[src/rtl/cpu_stage_sequencer_pkg.sv]
// Shared definitions for the multi-cycle RV32I stage sequencer: state encoding,
// opcode constants and instruction field positions.
package cpu_seq_pkg;

   typedef enum logic [2:0] {
      StIf   = 3'd0,
      StId   = 3'd1,
      StEx   = 3'd2,
      StMem  = 3'd3,
      StWb   = 3'd4,
      StHalt = 3'd5,
      StTrap = 3'd6
   } seq_state_e;

   localparam logic [6:0] OpLoad   = 7'b0000011;
   localparam logic [6:0] OpStore  = 7'b0100011;
   localparam logic [6:0] OpOp     = 7'b0110011;
   localparam logic [6:0] OpOpImm  = 7'b0010011;
   localparam logic [6:0] OpLui    = 7'b0110111;
   localparam logic [6:0] OpAuipc  = 7'b0010111;
   localparam logic [6:0] OpJal    = 7'b1101111;
   localparam logic [6:0] OpJalr   = 7'b1100111;
   localparam logic [6:0] OpBranch = 7'b1100011;
   localparam logic [6:0] OpSystem = 7'b1110011;

   localparam int unsigned OpcodeLsb = 0;
   localparam int unsigned OpcodeMsb = 6;
   localparam int unsigned RdLsb     = 7;
   localparam int unsigned RdMsb     = 11;

   // Opcodes the sequencer knows a stage path for; anything else traps in ID.
   function automatic logic is_legal_op(input logic [6:0] op);
      case (op)
         OpLoad, OpStore, OpOp, OpOpImm, OpLui, OpAuipc,
         OpJal, OpJalr, OpBranch, OpSystem: return 1'b1;
         default:                           return 1'b0;
      endcase
   endfunction

endpackage

[src/rtl/cpu_stage_sequencer_if.sv]
// Control/handshake bundle between the stage sequencer (master) and the datapath (slave).
interface cpu_stage_sequencer_if;
   logic [31:0] w_ir;
   logic        w_imem_ready;
   logic        w_dmem_ready;
   logic        w_imem_req;
   logic        w_ir_we;
   logic        w_alu_go;
   logic        w_dmem_re;
   logic        w_dmem_we;
   logic        w_rf_we;
   logic        w_pc_we;
   logic [2:0]  w_state;
   logic        w_halted;
   logic        w_trap;
   logic [31:0] w_retired;

   modport master (
      input  w_ir, w_imem_ready, w_dmem_ready,
      output w_imem_req, w_ir_we, w_alu_go, w_dmem_re, w_dmem_we, w_rf_we, w_pc_we,
      output w_state, w_halted, w_trap, w_retired
   );

   modport slave (
      output w_ir, w_imem_ready, w_dmem_ready,
      input  w_imem_req, w_ir_we, w_alu_go, w_dmem_re, w_dmem_we, w_rf_we, w_pc_we,
      input  w_state, w_halted, w_trap, w_retired
   );
endinterface

[src/rtl/cpu_stage_sequencer_mem_wait_timer.sv]
// Wait-state timer: counts stalled cycles and flags when MEM_TIMEOUT is reached.
module mem_wait_timer #(
   parameter int unsigned MEM_TIMEOUT = 15
) (
   input  logic i_clk,
   input  logic i_rst_n,
   input  logic i_clear,
   input  logic i_count_en,
   output logic o_expired
);
   localparam int unsigned CntW = $clog2(MEM_TIMEOUT + 1);
   localparam logic [CntW-1:0] Limit = CntW'(MEM_TIMEOUT);

   logic [CntW-1:0] r_count;

   // Saturating stall counter, zeroed whenever the sequencer changes state.
   always_ff @(posedge i_clk or negedge i_rst_n) begin
      if (!i_rst_n) begin
         r_count <= '0;
      end else if (i_clear) begin
         r_count <= '0;
      end else if (i_count_en && !o_expired) begin
         r_count <= r_count + CntW'(1);
      end
   end

   assign o_expired = (r_count == Limit);
endmodule

[src/rtl/cpu_stage_sequencer.sv]
// Multi-cycle IF/ID/EX/MEM/WB control sequencer for the RV32I core.
// Optional retired-instruction counter enabled by CPU_SEQ_RETIRE_CNT_EN.
module cpu_stage_sequencer
   import cpu_seq_pkg::*;
#(
   parameter int unsigned MEM_TIMEOUT = 15,
   parameter int unsigned HALT_REG    = 30
) (
   input logic                    w_clk,
   input logic                    w_rst_n,
   cpu_stage_sequencer_if.master  io_bus
);
   seq_state_e r_state;
   seq_state_e w_next_state;

   logic [6:0] w_opcode;
   logic [4:0] w_rd;
   logic       w_is_store;
   logic       w_expired;
   logic       w_count_en;
   logic       w_state_chg;
   logic       w_imem_req, w_ir_we, w_alu_go, w_dmem_re, w_dmem_we, w_rf_we, w_pc_we;
   logic       w_unused_ir;

   assign w_opcode    = io_bus.w_ir[OpcodeMsb:OpcodeLsb];
   assign w_rd        = io_bus.w_ir[RdMsb:RdLsb];
   assign w_is_store  = (w_opcode == OpStore);
   assign w_unused_ir = ^io_bus.w_ir[31:12];

   // State register; reset returns to IF immediately, aborting any instruction.
   always_ff @(posedge w_clk or negedge w_rst_n) begin
      if (!w_rst_n) begin
         r_state <= StIf;
      end else begin
         r_state <= w_next_state;
      end
   end

   // Next-state and strobe decode; strobes held low throughout reset.
   always_comb begin
      w_next_state = r_state;
      w_count_en   = 1'b0;
      w_imem_req   = 1'b0;
      w_ir_we      = 1'b0;
      w_alu_go     = 1'b0;
      w_dmem_re    = 1'b0;
      w_dmem_we    = 1'b0;
      w_rf_we      = 1'b0;
      w_pc_we      = 1'b0;
      if (w_rst_n) begin
         case (r_state)
            StIf: begin
               w_imem_req = 1'b1;
               w_count_en = !io_bus.w_imem_ready;
               if (io_bus.w_imem_ready) begin
                  w_ir_we      = 1'b1;
                  w_next_state = StId;
               end else if (w_expired) begin
                  w_next_state = StTrap;
               end
            end
            StId: w_next_state = is_legal_op(w_opcode) ? StEx : StTrap;
            StEx: begin
               w_alu_go = 1'b1;
               case (w_opcode)
                  OpLoad, OpStore: w_next_state = StMem;
                  OpBranch: begin
                     w_pc_we      = 1'b1;
                     w_next_state = StIf;
                  end
                  OpSystem: begin
                     w_pc_we      = 1'b1;
                     w_next_state = StHalt;
                  end
                  default: w_next_state = StWb;
               endcase
            end
            StMem: begin
               w_dmem_we  = w_is_store;
               w_dmem_re  = !w_is_store;
               w_count_en = !io_bus.w_dmem_ready;
               if (io_bus.w_dmem_ready) begin
                  // Stores retire here; loads still need the writeback cycle.
                  w_pc_we      = w_is_store;
                  w_next_state = w_is_store ? StIf : StWb;
               end else if (w_expired) begin
                  w_next_state = StTrap;
               end
            end
            StWb: begin
               w_rf_we      = (w_rd != 5'd0);
               w_pc_we      = 1'b1;
               w_next_state = (w_rd == 5'(HALT_REG)) ? StHalt : StIf;
            end
            StHalt, StTrap: w_next_state = r_state;
            default:        w_next_state = StTrap;
         endcase
      end
   end

   assign w_state_chg = (w_next_state != r_state);

   mem_wait_timer #(
      .MEM_TIMEOUT (MEM_TIMEOUT)
   ) u_timer (
      .i_clk      (w_clk),
      .i_rst_n    (w_rst_n),
      .i_clear    (w_state_chg),
      .i_count_en (w_count_en),
      .o_expired  (w_expired)
   );

   assign io_bus.w_imem_req = w_imem_req;
   assign io_bus.w_ir_we    = w_ir_we;
   assign io_bus.w_alu_go   = w_alu_go;
   assign io_bus.w_dmem_re  = w_dmem_re;
   assign io_bus.w_dmem_we  = w_dmem_we;
   assign io_bus.w_rf_we    = w_rf_we;
   assign io_bus.w_pc_we    = w_pc_we;
   assign io_bus.w_state    = r_state;
   assign io_bus.w_halted   = (r_state == StHalt);
   assign io_bus.w_trap     = (r_state == StTrap);

`ifdef CPU_SEQ_RETIRE_CNT_EN
   logic [31:0] r_retired;

   // One count per PC update, i.e. per retired instruction; wraps naturally.
   always_ff @(posedge w_clk or negedge w_rst_n) begin
      if (!w_rst_n) begin
         r_retired <= '0;
      end else if (w_pc_we) begin
         r_retired <= r_retired + 32'd1;
      end
   end

   assign io_bus.w_retired = r_retired;
`else
   assign io_bus.w_retired = '0;
`endif
endmodule

[src/flat_wrapper.sv]
// flat-port wrapper written by rule: the top's interface ports become plain ports
module cpu_stage_sequencer_flat import cpu_seq_pkg::*;
#(
   parameter int unsigned MEM_TIMEOUT = 15,
   parameter int unsigned HALT_REG    = 30
)
  (w_clk, w_rst_n, io_bus_w_ir, io_bus_w_imem_ready, io_bus_w_dmem_ready, io_bus_w_imem_req, io_bus_w_ir_we, io_bus_w_alu_go, io_bus_w_dmem_re, io_bus_w_dmem_we, io_bus_w_rf_we, io_bus_w_pc_we, io_bus_w_state, io_bus_w_halted, io_bus_w_trap, io_bus_w_retired);
  cpu_stage_sequencer_if io_bus_i ();
  input logic w_clk;
  input logic w_rst_n;
  input wire logic [$bits(io_bus_i.w_ir)-1:0] io_bus_w_ir;
  input wire logic [$bits(io_bus_i.w_imem_ready)-1:0] io_bus_w_imem_ready;
  input wire logic [$bits(io_bus_i.w_dmem_ready)-1:0] io_bus_w_dmem_ready;
  output wire logic [$bits(io_bus_i.w_imem_req)-1:0] io_bus_w_imem_req;
  output wire logic [$bits(io_bus_i.w_ir_we)-1:0] io_bus_w_ir_we;
  output wire logic [$bits(io_bus_i.w_alu_go)-1:0] io_bus_w_alu_go;
  output wire logic [$bits(io_bus_i.w_dmem_re)-1:0] io_bus_w_dmem_re;
  output wire logic [$bits(io_bus_i.w_dmem_we)-1:0] io_bus_w_dmem_we;
  output wire logic [$bits(io_bus_i.w_rf_we)-1:0] io_bus_w_rf_we;
  output wire logic [$bits(io_bus_i.w_pc_we)-1:0] io_bus_w_pc_we;
  output wire logic [$bits(io_bus_i.w_state)-1:0] io_bus_w_state;
  output wire logic [$bits(io_bus_i.w_halted)-1:0] io_bus_w_halted;
  output wire logic [$bits(io_bus_i.w_trap)-1:0] io_bus_w_trap;
  output wire logic [$bits(io_bus_i.w_retired)-1:0] io_bus_w_retired;
  assign io_bus_i.w_ir = io_bus_w_ir;
  assign io_bus_i.w_imem_ready = io_bus_w_imem_ready;
  assign io_bus_i.w_dmem_ready = io_bus_w_dmem_ready;
  assign io_bus_w_imem_req = io_bus_i.w_imem_req;
  assign io_bus_w_ir_we = io_bus_i.w_ir_we;
  assign io_bus_w_alu_go = io_bus_i.w_alu_go;
  assign io_bus_w_dmem_re = io_bus_i.w_dmem_re;
  assign io_bus_w_dmem_we = io_bus_i.w_dmem_we;
  assign io_bus_w_rf_we = io_bus_i.w_rf_we;
  assign io_bus_w_pc_we = io_bus_i.w_pc_we;
  assign io_bus_w_state = io_bus_i.w_state;
  assign io_bus_w_halted = io_bus_i.w_halted;
  assign io_bus_w_trap = io_bus_i.w_trap;
  assign io_bus_w_retired = io_bus_i.w_retired;
  cpu_stage_sequencer #(.MEM_TIMEOUT(MEM_TIMEOUT), .HALT_REG(HALT_REG)) u_core (.w_clk(w_clk), .w_rst_n(w_rst_n), .io_bus(io_bus_i));
endmodule
[config.mk]
export PLATFORM = sky130hd
export DESIGN_NAME = cpu_stage_sequencer_flat
export DESIGN_NICKNAME = d
export VERILOG_FILES = /design/src/rtl/cpu_stage_sequencer_pkg.sv /design/src/rtl/cpu_stage_sequencer_if.sv /design/src/rtl/cpu_stage_sequencer_mem_wait_timer.sv /design/src/rtl/cpu_stage_sequencer.sv /design/src/flat_wrapper.sv
export SDC_FILE = /design/constraint.sdc
export NUM_CORES = 1
export LEC_CHECK = 0
export BUFFER_PORTS_ARGS = -buffer_cell sky130_fd_sc_hd__buf_4
export CAP_MARGIN = 20
export CORE_MARGIN = 3
export CORE_UTILIZATION = 43
export CTS_CLUSTER_SIZE = 10
export DETAILED_ROUTE_END_ITERATION = 10
export PLACE_DENSITY_LB_ADDON = 0.15
export SLEW_MARGIN = 40
export SYNTH_ARGS = -nofsm -noshare
export SYNTH_HDL_FRONTEND = slang
export SYNTH_SLANG_ARGS = --single-unit
export TNS_END_PERCENT = 100
[constraint.sdc]
create_clock -name w_clk -period 3.77 [get_ports w_clk]
set_input_delay 0 -clock w_clk [delete_from_list [all_inputs] [get_ports w_clk]]
set_output_delay 0 -clock w_clk [all_outputs]
set_load 0.05 [all_outputs]
==> flow_metrics.env <==
export IMPL_status="complete, no violations"
export IMPL_fmax_ghz=0.460
export IMPL_die_height_um=55.4
export IMPL_cts_root_buf="clkbuf_4"
export IMPL_post_drt_via_cell_ratio=5.27
export IMPL_min_path_type="in2async"
export IMPL_busiest_layer="met2"
export IMPL_synthCells=129
export IMPL_wirelength_um=2280
export IMPL_critical_path_class="reg2reg"
export IMPL_synth_seq_cells=7
export IMPL_grt_pass1_vias=847
export IMPL_hold_viol_final=0
export IMPL_cts_tree="yes"
export IMPL_start_util_pct=46.6
export IMPL_track_usage_pct=15.2
export IMPL_yosys_area_share_simple_pct=30.5
export IMPL_synthAdderAreaFrac_pct=1.19
export IMPL_p_per_area_mw_per_mm2=576
export IMPL_use_met2_pct=25.3
export IMPL_finalSetupViolCount=0
export IMPL_worstSetupEndpointType="flop"
export IMPL_syn_avg_cell_area_sq_um=8.14
export IMPL_first_pass_iters=4
export IMPL_required_ns=3.88
export IMPL_start_kind="flop"
export IMPL_setup_tns_ns=0
export IMPL_clk_path_buf_depth=2
export IMPL_io_buffers=27
export IMPL_overflow=0
export IMPL_grt_pass1_wl_um=3900
export IMPL_reg2reg_depth=5
export IMPL_cp_depth=5
export IMPL_use_met3_pct=4.21
export IMPL_worst_path_buf_inv=0
export IMPL_coreArea_sq_mm=0.00225
export IMPL_drc=0
export IMPL_n_antenna_cell=0
export IMPL_min_period_ns=2.18
export IMPL_grt_use_met1_pct=19.1
export IMPL_finalClockSkew_ns=0.00210
export IMPL_drt_initial_drc_count=19
export IMPL_cts_sinks=7
export IMPL_drv_slew=0
export IMPL_synth_top_family_by_area="simple AND/OR/NAND/NOR gates"
export IMPL_antenna_found_initial=0
export IMPL_syn_cell_area_sq_mm=0.00105
export IMPL_ys_flop_type="dfrtp_1"
export IMPL_total_power_mw=0.670
export IMPL_cts_setup_buffers=0
export IMPL_synthArstFlopShare_pct=100
export IMPL_dieArea_sq_mm=0.00307
export IMPL_slew_headroom_pct=64.0
export IMPL_rows=17
export IMPL_slowest_stage="or4_1"
export IMPL_cts_max_level=1
export IMPL_synth_xor_area_share_pct=2.50
export IMPL_hpwl_um=1810
export IMPL_ir_drop_v=0.000360
export IMPL_grt_max_degree=19
export IMPL_routabilityCongestion=0.832
export IMPL_layout_nets=194
export IMPL_crit_chain="or4_1 -> o31a_1 -> a311oi_2 -> o2bb2ai_2 -> nor3_1"
export IMPL_clk_pin_slew_worst_paths_ns=0.05
export IMPL_rsz0062_at_grt="false"
export IMPL_cp_top_family="compound AO/OA/AOI/OAI gates"
export IMPL_yosysWarningCount=0
export IMPL_die_w_um=55.4
export IMPL_vias=970
export IMPL_final_antenna_net_count=0
export IMPL_cts_made_buffers=3
export IMPL_avgRoutedWirePerCell_um=12.4
export IMPL_crit_arrival_ns=2.28
export IMPL_slowest_delay_ns=0.58
export IMPL_synth_distinct_cells=52
export IMPL_leakagePower_nw=0.528
export IMPL_maxCapViolations=0
export IMPL_area_growth_pct=10.8
export IMPL_synth_edf_count=0
export IMPL_io_pins=80
export IMPL_ys_seq_area_share_pct=16.7
export IMPL_final_layout_size_suffix_gt1_share_pct=27.6
export IMPL_synth_area_mux_share_pct=2.03
export IMPL_synth_compound_area_share_pct=19.3
export IMPL_critPathMaxFanout=16
export IMPL_insertion_delay_ns=0.25
export IMPL_period_share_pct=57.7
export IMPL_worstMarginPinSlew_ns=0.536
## worst paths after layout
| kind | from | endpoint | slack [ns] |
|---|---|---|---|
| min reg2reg | u_core.u_timer.r_count[3]$_DFFE_PN0P_ | u_core.u_timer.r_count[3]$_DFFE_PN0P_ | 0.60 |
| min | w_rst_n | u_core.io_bus.w_state[0]$_DFF_PN0_ | 0.14 |
| min in group w_clk | io_bus_w_ir[7] | u_core.io_bus.w_state[2]$_DFF_PN0_ | 0.22 |
| max in group asynchronous | w_rst_n | u_core.io_bus.w_state[1]$_DFF_PN0_ | 3.47 |
| max reg2reg | u_core.io_bus.w_state[0]$_DFF_PN0_ | u_core.u_timer.r_count[1]$_DFFE_PN0P_ | 1.59 |
| max | u_core.io_bus.w_state[0]$_DFF_PN0_ | u_core.u_timer.r_count[1]$_DFFE_PN0P_ | 1.59 |
## registers in the layout, indices dropped and copies added, names as in the netlist
| register | flops |
|---|---|
| u_core.u_timer.r_count | 4 |
| u_core.io_bus.w_state | 3 |
## metrics by stage
| step | area, sq um | setup slack, ns | util, % | cells | hold WS (ns) |
|---|---|---|---|---|---|
| after floorplan | 1170 | 1.41 | - | 160 | -0.296 |
| after global placement | 1130 | 1.64 | 50.0 | 179 | -0.144 |
| after detailed placement | 1130 | 1.62 | 50.0 | 179 | -0.141 |
| after CTS | 1160 | 1.61 | 51.6 | 184 | 0.131 |
| after global routing | 1160 | 1.36 | 51.6 | 184 | 0.153 |
| final | 1160 | 1.59 | 51.6 | 184 | 0.138 |
## cell type report
class | count | area (sq um)
Tap cell | 28 | 35.0
Clock buffer | 4 | 26.3
Multi-Input combinational cell | 114 | 703
Fill cell | 225 | 1090
Timing Repair Buffer | 28 | 213
Sequential cell | 7 | 175
Inverter | 3 | 11.3
## cells in the final DEF, fill, tap and decap left out, types with 2 or more instances in the layout
cell,netlist,routed
buf_4,32,27
xnor2_1,2,2
and2b_2,3,3
a21oi_1,2,2
conb_1,1,32
clkbuf_4,0,3
dfrtp_1,7,7
nand3_1,4,4
nand2b_1,3,3
and2_1,2,2
o21a_1,2,2
nand4_1,3,3
nor4_1,3,3
nand2_1,4,4
and3_1,2,2
nor2_1,11,11
or4_1,2,2
inv_1,3,3
a211oi_1,2,2
nor3_1,7,7
## worst reg2reg max path, delay by kind of cell (launching register included)
kind	cells	cell delay, ns
compound gates	3	0.80
flops	1	0.55
simple gates	2	0.69
## logic make-up after synthesis
| family | count (synthesis) |
|---|---|
| AND/OR/NAND/NOR | 54 |
| buffers and inverters | 39 |
| AO/OA/AOI/OAI | 22 |
| flip-flops | 7 |
| XOR/XNOR | 3 |
| multiplexers | 2 |
| adder cells (fa/ha/maj) | 1 |
| other | 1 |
## cells in the mapped netlist (2+ instances only)
cell	n	share of area, %
buf_4	32	23
nor2_1	11	3.9
dfrtp_1	7	17
nor3_1	7	3.3
nand2_1	4	1.4
nand3_1	4	1.9
and2b_2	3	2.5
inv_1	3	1.1
nand2b_1	3	1.8
nand4_1	3	1.8
nor4_1	3	1.8
a211oi_1	2	1.4
a21oi_1	2	0.95
and2_1	2	1.2
and3_1	2	1.2
clkbuf_8	2	2.6
o21a_1	2	1.4
or4_1	2	1.4
xnor2_1	2	1.7
## metal layers
layer  routed length, um  vias up
met1                 959      453
met4                  16        0
met2                1080       51
met3                 223        2
met5                   0        -
li1                    -      464
## repair_timing
action,in CTS,in global routing
hold endpoints to repair,7,0
resized for setup,0,0
hold buffers,1,0
## where the power goes
part / switching (mW) / internal, mW / leakage (nW)
Sequential: 0.0614 / 0.0931 / 0.0930
Combinational: 0.306 / 0.143 / 0.420
Clock: 0.0256 / 0.0402 / 0.0150
Total: 0.393 / 0.277 / 0.528
Note: power is estimated with default switching activity, not from simulation.
